==> src/rtl/basic_gates_pkg.sv <==
// Shared types and constants for the basic-gate cell self-test sequencer.
// The golden output bytes are built from the RESULT bit positions of the cell.
package basic_gates_pkg;

  typedef enum logic [2:0] {
    ST_IDLE,
    ST_APPLY,
    ST_SETTLE,
    ST_CHECK,
    ST_FINISH
  } state_t;

  localparam int IDX_AND    = 0;
  localparam int IDX_OR     = 1;
  localparam int IDX_NAND   = 2;
  localparam int IDX_NOR    = 3;
  localparam int IDX_XOR    = 4;
  localparam int IDX_XNOR   = 5;
  localparam int IDX_A_INV  = 6;
  localparam int IDX_B_BUFF = 7;

  localparam logic [7:0] ONE = 8'h01;

  // Expected cell outputs for {A,B}; these evaluate to 6C, D6, 16 and A3.
  localparam logic [7:0] EXP_00 = (ONE << IDX_NAND) | (ONE << IDX_NOR) |
                                  (ONE << IDX_XNOR) | (ONE << IDX_A_INV);
  localparam logic [7:0] EXP_01 = (ONE << IDX_OR) | (ONE << IDX_NAND) |
                                  (ONE << IDX_XOR) | (ONE << IDX_A_INV) |
                                  (ONE << IDX_B_BUFF);
  localparam logic [7:0] EXP_10 = (ONE << IDX_OR) | (ONE << IDX_NAND) |
                                  (ONE << IDX_XOR);
  localparam logic [7:0] EXP_11 = (ONE << IDX_AND) | (ONE << IDX_OR) |
                                  (ONE << IDX_XNOR) | (ONE << IDX_B_BUFF);

endpackage

==> src/rtl/basic_gates_bist_golden.sv <==
// Golden model of the basic-gate cell: maps the applied {A,B} vector to the
// eight outputs a healthy cell must produce.
module gates_golden
  import basic_gates_pkg::*;
(
  input  logic [1:0] vec,
  output logic [7:0] expected
);

  always_comb begin
    expected = EXP_00;
    case (vec)
      2'b00:   expected = EXP_00;
      2'b01:   expected = EXP_01;
      2'b10:   expected = EXP_10;
      default: expected = EXP_11;
    endcase
  end

endmodule

==> src/rtl/basic_gates_bist.sv <==
// Self-test sequencer for the basic-gate cell: walks {A,B} through all four
// vectors LOOPS times, checks the cell outputs and accumulates failure data.
module basic_gates_bist
  import basic_gates_pkg::*;
#(
  parameter int SETTLE_CYCLES = 2,
  parameter int LOOPS         = 1
) (
  input  logic       CLK,
  input  logic       RST_N,
  input  logic       START,
  input  logic       ABORT,
  output logic       TEST_A,
  output logic       TEST_B,
  input  logic [7:0] RESULT,
  output logic       BUSY,
  output logic       DONE,
  output logic       PASS,
  output logic [7:0] FAIL_MASK,
  output logic [1:0] FAIL_VEC,
  output logic [3:0] ERR_COUNT
);

  localparam logic [3:0] SETTLE_LOAD = 4'(SETTLE_CYCLES - 1);
  localparam logic [7:0] LAST_LOOP   = 8'(LOOPS - 1);

  state_t     state;
  state_t     state_next;
  logic       accept;
  logic       do_check;
  logic [1:0] vec;
  logic [3:0] settle_cnt;
  logic [7:0] loop_cnt;
  logic [7:0] expected;
  logic [7:0] mism;

  gates_golden u_golden (
    .vec      (vec),
    .expected (expected)
  );

  always_ff @(posedge CLK or negedge RST_N) begin
    if (!RST_N) state <= ST_IDLE;
    else        state <= state_next;
  end

  always_comb begin
    state_next = state;
    accept     = 1'b0;
    case (state)
      ST_IDLE: begin
        if (START && !ABORT) begin
          state_next = ST_APPLY;
          accept     = 1'b1;
        end
      end
      ST_APPLY:  state_next = ST_SETTLE;
      ST_SETTLE: if (settle_cnt == 4'd0) state_next = ST_CHECK;
      ST_CHECK: begin
        if (vec == 2'd3 && loop_cnt == LAST_LOOP) state_next = ST_FINISH;
        else                                      state_next = ST_APPLY;
      end
      ST_FINISH: state_next = ST_IDLE;
      default:   state_next = ST_IDLE;
    endcase
    if (ABORT && state != ST_IDLE) state_next = ST_IDLE;
  end

  // An aborted CHECK must leave the accumulated results untouched.
  assign do_check = (state == ST_CHECK) && !ABORT;
  assign mism     = RESULT ^ expected;

  always_ff @(posedge CLK) begin
    if (accept) begin
      vec      <= 2'd0;
      loop_cnt <= 8'd0;
    end else if (state == ST_APPLY) begin
      settle_cnt <= SETTLE_LOAD;
    end else if (state == ST_SETTLE && settle_cnt != 4'd0) begin
      settle_cnt <= settle_cnt - 4'd1;
    end else if (do_check) begin
      vec <= vec + 2'd1;
      if (vec == 2'd3) loop_cnt <= loop_cnt + 8'd1;
    end
  end

  always_ff @(posedge CLK or negedge RST_N) begin
    if (!RST_N) begin
      TEST_A    <= 1'b0;
      TEST_B    <= 1'b0;
      BUSY      <= 1'b0;
      DONE      <= 1'b0;
      PASS      <= 1'b0;
      FAIL_MASK <= 8'h00;
      FAIL_VEC  <= 2'b00;
      ERR_COUNT <= 4'd0;
    end else begin
      BUSY <= (state_next != ST_IDLE);
      DONE <= (state_next == ST_FINISH);

      if (state_next == ST_IDLE) begin
        TEST_A <= 1'b0;
        TEST_B <= 1'b0;
      end else if (state == ST_APPLY) begin
        TEST_A <= vec[1];
        TEST_B <= vec[0];
      end

      if (accept) begin
        FAIL_MASK <= 8'h00;
        FAIL_VEC  <= 2'b00;
        ERR_COUNT <= 4'd0;
        PASS      <= 1'b0;
      end

      if (do_check && mism != 8'h00) begin
        FAIL_MASK <= FAIL_MASK | mism;
        if (ERR_COUNT != 4'd15) ERR_COUNT <= ERR_COUNT + 4'd1;
        if (ERR_COUNT == 4'd0)  FAIL_VEC  <= vec;
      end

      // Verdict includes the final check being retired on this same edge.
      if (state_next == ST_FINISH) PASS <= ((FAIL_MASK | mism) == 8'h00);
      if (ABORT && state != ST_IDLE) PASS <= 1'b0;
    end
  end

endmodule

==> config.mk <==
export PLATFORM = sky130hd
export DESIGN_NAME = basic_gates_bist
export DESIGN_NICKNAME = d
export VERILOG_FILES = /design/src/rtl/basic_gates_pkg.sv /design/src/rtl/basic_gates_bist_golden.sv /design/src/rtl/basic_gates_bist.sv
export SDC_FILE = /design/constraint.sdc
export NUM_CORES = 1
export LEC_CHECK = 0
export BUFFER_PORTS_ARGS = -buffer_cell sky130_fd_sc_hd__buf_2
export CAP_MARGIN = 20
export CELL_PAD_IN_SITES_DETAIL_PLACEMENT = 1
export CELL_PAD_IN_SITES_GLOBAL_PLACEMENT = 2
export CORE_ASPECT_RATIO = 1.2
export CORE_MARGIN = 5
export CORE_UTILIZATION = 37
export DETAILED_ROUTE_END_ITERATION = 8
export HOLD_SLACK_MARGIN = 0.08
export PLACE_DENSITY_LB_ADDON = 0.1
export SYNTH_ARGS = -nofsm -noshare
export SYNTH_HDL_FRONTEND = slang
export SYNTH_HIERARCHICAL = 1
export SYNTH_SLANG_ARGS = --single-unit
==> constraint.sdc <==
create_clock -name CLK -period 5.4 [get_ports CLK]
set_input_delay 1.08 -clock CLK [delete_from_list [all_inputs] [get_ports CLK]]
set_output_delay 1.08 -clock CLK [all_outputs]
set_load 0.02 [all_outputs]
==> results.ini, run 1 <==
[yosys]
synth_edf_count = 4
yosys_warnings = 6
synthArstFlopShare_pct = 61.1
synth.ff_latch_count = 36
netlist_instances = 212
postSynthNetCount = 235
syn_avg_cell_area_um2 = 9.28
seq_area_frac_synth_pct = 44.3
synth_cell_types = 42
synthFlopType = dfrtp_1
syn-cell-area_um2 = 1970

[worst_setup_path]
regToRegStartpoint = vec[1]
rrSetupSlack_ns = 2.89
criticalPathCategory = flip-flop to flip-flop
crit_required_ns = 5.55
cp.arrival_ns = 2.66
critPathMaxStageDelay_ns = 0.53
r2r-end = PASS
cpMaxStageDelayCell = nor4_4
worst-r2r-cell-count = 7
endpoint_kind = flip-flop
crit_family = simple AND/OR/NAND/NOR gates
cp_cell_sequence = inv_1, ha_1, or2_1, xor2_1, nor4_4, nand2_2, o41ai_1
worstPathMaxFanout = 7
startpoint_type = flip-flop
path_buf_inv = 1

[routing]
post_drt_via_cell_ratio = 5.17
routed_wl_um = 4710
first_pass_iters = 4
route.detailed.drc = 0
routed-via-count = 1571
drtIter0Drc = 50
wl_per_cell_um = 15.5
antenna_left = 0

[sta]
drv_slew = 0
max_freq_mhz = 398
rsz0062_at_grt = false
worst_pin_slew_ns = 0.657
relSlewSlack_pct = 56.1
setup_tns_ns = 0
hold_viol = 0
min_period_ns = 2.51
finalClockSkew_ns = 0.0109
period_share_pct = 46.5
setup_violations = 0

[finish]
syn2layout_area_growth_pct = 15.4
final_common_cell = buf_2
fillers = 627
finalNetCount = 264
layout-drive-gt1-share_pct = 19.0
final_cell_mix = buf_2, nor2_1, nand2_1
diodes = 0

[clocking]
cts_buffers = 5
cts_resized = 0
cts_hold_buffers = 0
cts_root_buf = clkbuf_8
clkLatencyLatePin_ns = 0.29
clk_path_buf_depth = 2
cts_tree = yes
cts.clk_slew.worst_paths_ns = 0.07
cts.htree.levels = 2
cts_setup_buffers = 0
cts.sinks = 36

[place]
place.detailed.hpwl_um = 3660
gp_congestion = 0.835
numPortBuffers = 30

[worst_hold_path]
min_path_type = flip-flop to flip-flop
hold_end = loop_cnt[1]
worstHoldPathCells = 2
worstHoldStart = loop_cnt[1]

[pwr]
seq_power_share_pct = 45.8
clockPowerShare_pct = 32.6
internal_power_mw = 0.497
p_leak_nw = 1.05
p_switching_mw = 0.230
ir_drop_mv = 0.139
total_power_mw = 0.727
switching_share_pct = 31.6
pwr-share-comb_pct = 21.6
powerDensity_nw_per_um2 = 320

[floorplan]
initial_core_util_pct = 37.6
io_pins = 31
core_area_um2 = 5230
die_w_um = 76.6
rows = 29
die_area_um2 = 6880
die_height_um = 89.9

[grt]
grt_overflow = 0
track_usage_pct = 14.4
grt_pass1_vias = 1745
grt_max_degree = 23
grt_first_pass_wirelength_um = 8110
grt_antenna_before_repair = 0

[status]
outcome = complete, no violations

[run]
maxCapViolations = 0

## cell type report
cell class / count / area [µm²] / share of cell area, %
inverter: 16 / 60.1 / 2.65
tap: 62 / 77.6 / 3.42
sequential: 36 / 871 / 38.4
timing repair buffer: 30 / 150 / 6.62
clock buffer: 5 / 68.8 / 3.03
clock inverter: 3 / 42.5 / 1.87
multi-input combinational: 152 / 1000 / 44.0
## worst max-delay path by stage
stage / slack, ns / cells past startpoint / end / startpoint
finish: 2.89 / 7 / PASS / vec[1]
global route: 2.74 / 7 / PASS / vec[1]
CTS: 2.85 / 7 / PASS / vec[1]
global placement: 2.95 / 5 / ERR_COUNT[1] / RESULT[7]
detailed placement: 2.81 / 5 / PASS / RESULT[7]
floorplan: 3.16 / 4 / ERR_COUNT[1] / RESULT[7]
## routing by layer
layer  wire length [µm]  global-route usage [%]
met1               2010                    16.9
met2               2470                    26.1
met3                179                    3.00
met4                 59                    3.94
met5                  0                       0
## through the flow
stage               std cells  utilization [%]  worst slack (ns)  instance area, µm²  hold WS, ns
detailed placement        296             41.3              2.81                2160        0.491
finish                    304             43.4              2.89                2270        0.495
CTS                       304             43.4              2.85                2270        0.501
floorplan                 212                -              3.16                1970        0.458
global placement          296             41.3              2.95                2160        0.471
global route              304             43.4              2.74                2270        0.537
## cells by family after synthesis
logic type,count (synthesis),share of synthesized area [%]
AND/OR/NAND/NOR,84,22.5
AO/OA/AOI/OAI,36,11.6
flip-flops,36,44.3
buffers and inverters,24,4.90
XOR/XNOR,17,7.57
adder cells (fa/ha/maj),11,7.00
multiplexers,4,2.10
## power groups by stage
stage | Clock [mW] | Combinational, mW | Sequential [mW]
finish | 0.237 | 0.157 | 0.333
floorplan | 0 | 0.104 | 0.342
global placement | 0 | 0.152 | 0.338
CTS | 0.245 | 0.160 | 0.334
global route | 0.254 | 0.179 | 0.339
detailed placement | 0 | 0.159 | 0.341
## synth_stat cells, types with 4 or more instances
library cell | instances | area share (%)
nand2_1 | 24 | 4.6
nor2_1 | 24 | 4.6
dfrtp_1 | 22 | 28
inv_1 | 16 | 3.1
o21ai_0 | 13 | 3.3
xor2_1 | 13 | 5.8
ha_1 | 11 | 7.0
a21oi_1 | 10 | 2.5
dfxtp_1 | 10 | 10
nand3_1 | 8 | 2.0
nand4_1 | 6 | 1.9
buf_2 | 5 | 1.3
edfxtp_1 | 4 | 6.1
xnor2_1 | 4 | 1.8
## worst min-delay path, stage by stage (launching register included)
cell and delay, ns:
dfxtp_1 0.33, nand2_1 0.06, a21oi_1 0.06
## state kept, by name, summed over array words and instances (netlist names)
signal      cells
TEST_A          1
TEST_B          1
settle_cnt      4
BUSY            1
PASS            1
ERR_COUNT       4
loop_cnt        8
FAIL_MASK       8
state           3
vec             2
DONE            1
FAIL_VEC        2
Note: power is estimated with default switching activity, not from simulation.
==> run 2, diff against run 1 <==
--- a/config.mk
+++ b/config.mk
@@ -11,7 +11,7 @@
 export CELL_PAD_IN_SITES_GLOBAL_PLACEMENT = 2
 export CORE_ASPECT_RATIO = 1.2
 export CORE_MARGIN = 5
-export CORE_UTILIZATION = 37
+export CORE_UTILIZATION = 34
 export DETAILED_ROUTE_END_ITERATION = 8
 export HOLD_SLACK_MARGIN = 0.08
 export PLACE_DENSITY_LB_ADDON = 0.1
==> constraint.sdc (replaced) <==
create_clock -name CLK -period 2.4 [get_ports CLK]
set_input_delay 0.48 -clock CLK [delete_from_list [all_inputs] [get_ports CLK]]
set_output_delay 0.48 -clock CLK [all_outputs]
set_load 0.02 [all_outputs]
==> run 2 against run 1 <==
  * Largest power group unchanged
  * Highest routed layer unchanged
  * Final area grew 2.3%
  * Die area up 7.7%
  * Via count is 3.9% higher
  * Maximum frequency increased by 16%
  * Global-route usage increased by 0.22 points
  * Sequential cell count is the same
==> results.ini, run 2 (synthesis gave the netlist of run 1 again) <==
[sta]
finalClockSkew_ns = 0.00349  ; -0.00737 ns
rsz0062_at_grt = false
hold_viol = 0  ; unchanged
setup_violations = 0  ; unchanged
drv_slew = 0  ; unchanged
max_freq_mhz = 461  ; +16%
setup_tns_ns = 0  ; unchanged
min_period_ns = 2.17  ; -0.342 ns
period_share_pct = 90.3  ; +44 points
worst_pin_slew_ns = 0.518  ; -0.139 ns
layout_setup_ws_ns = 0.232  ; -2.66 ns
relSlewSlack_pct = 65.5  ; +9.4 points

[pwr]
ir_drop_mv = 0.283  ; +100%
total_power_mw = 1.61  ; +120%
seq_power_share_pct = 46.6  ; +0.8 points
internal_power_mw = 1.09  ; +120%
p_switching_mw = 0.522  ; +130%
p_leak_nw = 1.09  ; +3.4%
switching_share_pct = 32.4  ; +0.77 points
clockPowerShare_pct = 29.8  ; -2.8 points
powerDensity_nw_per_um2 = 694  ; +120%
pwr-share-comb_pct = 23.7  ; +2.1 points

[worst_setup_path]
cp.arrival_ns = 2.33  ; -0.33 ns
crit_family = flip-flops
crit_required_ns = 2.57  ; -2.98 ns
startpoint_type = flip-flop
critPathMaxStageDelay_ns = 0.41  ; -0.12 ns
worstPathMaxFanout = 8  ; +1
cp_cell_sequence = inv_1, ha_1, o21ba_1, xor2_1, nor4_4, buf_4, a21oi_2, mux2_1
endpoint_kind = flip-flop
path_buf_inv = 2  ; +1
rrSetupSlack_ns = 0.23  ; -2.66 ns
criticalPathCategory = flip-flop to flip-flop
cpMaxStageDelayCell = dfxtp_2

[routing]
drtIter0Drc = 62  ; +24%
post_drt_via_cell_ratio = 5.22  ; +0.96%
antenna_left = 0  ; unchanged
wl_per_cell_um = 16.2  ; +4.8%
first_pass_iters = 4  ; unchanged
routed_wl_um = 5080  ; +7.9%
route.detailed.drc = 0  ; unchanged
routed-via-count = 1633  ; +3.9%

[place]
gp_congestion = 0.799  ; -4.2%
dp_slack_ns = 0.0810  ; -2.73 ns
place.detailed.hpwl_um = 3820  ; +4.6%
numPortBuffers = 30  ; unchanged

[floorplan]
die_height_um = 93.3  ; +3.8%
io_pins = 31  ; unchanged
die_w_um = 79.4  ; +3.8%
die_area_um2 = 7410  ; +7.7%
rows = 30  ; +3.4%
initial_core_util_pct = 34.9  ; -2.7 points
core_area_um2 = 5630  ; +7.8%

[status]
outcome = complete, no violations

[clocking]
clk_path_buf_depth = 2  ; unchanged
clkLatencyLatePin_ns = 0.29  ; about the same
cts_hold_buffers = 0  ; unchanged
cts.sinks = 36  ; unchanged
cts.htree.levels = 2  ; unchanged
cts_tree = yes
cts_buffers = 5  ; unchanged
cts_root_buf = clkbuf_8
cts.clk_slew.worst_paths_ns = 0.07  ; about the same

[run]
maxCapViolations = 0  ; unchanged

[finish]
diodes = 0  ; unchanged
final_common_cell = buf_2
syn2layout_area_growth_pct = 18.1
final_cell_mix = buf_2, nor2_1, nand2_1
layout-drive-gt1-share_pct = 21.7  ; +2.7 points
reg_top3 = FAIL_MASK: 8 flops, loop_cnt: 8 flops
finalNetCount = 271  ; +2.7%

[grt]
groute.layer.met1.usage_pct = 17.5  ; +0.63 points
grt-busiest-layer = met2
track_usage_pct = 14.6  ; +0.22 points
grt_pass1_vias = 1745  ; unchanged
grt_first_pass_wirelength_um = 8440  ; +4.0%
grt_overflow = 0  ; unchanged
grt_max_degree = 23  ; unchanged
gr-usage-met3_pct = 3.37  ; +0.37 points
grt_antenna_before_repair = 0  ; unchanged
grtUsageMet2_pct = 25.5  ; -0.66 points

[worst_hold_path]
min_path_type = input port to asynchronous set/reset pin

==> run 2: worst paths after layout <==
check | end | startpoint | cells past startpoint
max in group asynchronous | PASS | RST_N | 1
min in group CLK | state[1] | ABORT | 2
max reg2reg | ERR_COUNT[1] | vec[0] | 8
min | FAIL_MASK[3] | RST_N | 1
min reg2reg | loop_cnt[1] | loop_cnt[1] | 2
max | ERR_COUNT[1] | vec[0] | 8
==> run 2: cell type report <==
type	instances	area, µm²
Fill cell	674	3310
Multi-Input combinational cell	152	1010
Tap cell	64	80.1
Timing Repair Buffer	37	203
Sequential cell	36	872
Inverter	16	60.1
Clock buffer	8	100
==> run 2: worst register-to-register path, stage by stage, from the launching register on <==
cell and delay [ns]:
dfxtp_2 0.41, inv_1 0.10, ha_1 0.24, o21ba_1 0.20, xor2_1 0.30, nor4_4 0.07, buf_4 0.17, a21oi_2 0.20
mux2_1 0.35
==> run 2: power groups by stage <==
stage | combinational (mW) | clock [mW] | sequential [mW]
floorplan | 0.234 | 0 | 0.769
finish | 0.381 | 0.479 | 0.750
global placement | 0.354 | 0 | 0.755
CTS | 0.376 | 0.505 | 0.750
detailed placement | 0.373 | 0 | 0.763
global route | 0.430 | 0.530 | 0.761
==> run 2: timing repair <==
action / in CTS / in global routing
endpoints found under the setup margin: 0 / 7
setup buffers: 0 / 3
gates resized for setup: 0 / 2
==> run 2: per-layer routing <==
layer	share of wire (%)	vias up
met3	3.5	6
li1	-	799
met4	1.5	0
met5	0	-
met2	51	23
met1	44	805
==> run 2: per-stage QoR <==
step	instance area, µm²	instances	util [%]	hold WS (ns)
after global routing	2320	313	41.2	0.197
final	2320	313	41.2	0.158
after CTS	2290	310	40.7	0.167
after detailed placement	2190	302	38.9	0.489
after global placement	2190	302	38.9	0.472
after floorplan	1970	212	-	0.184
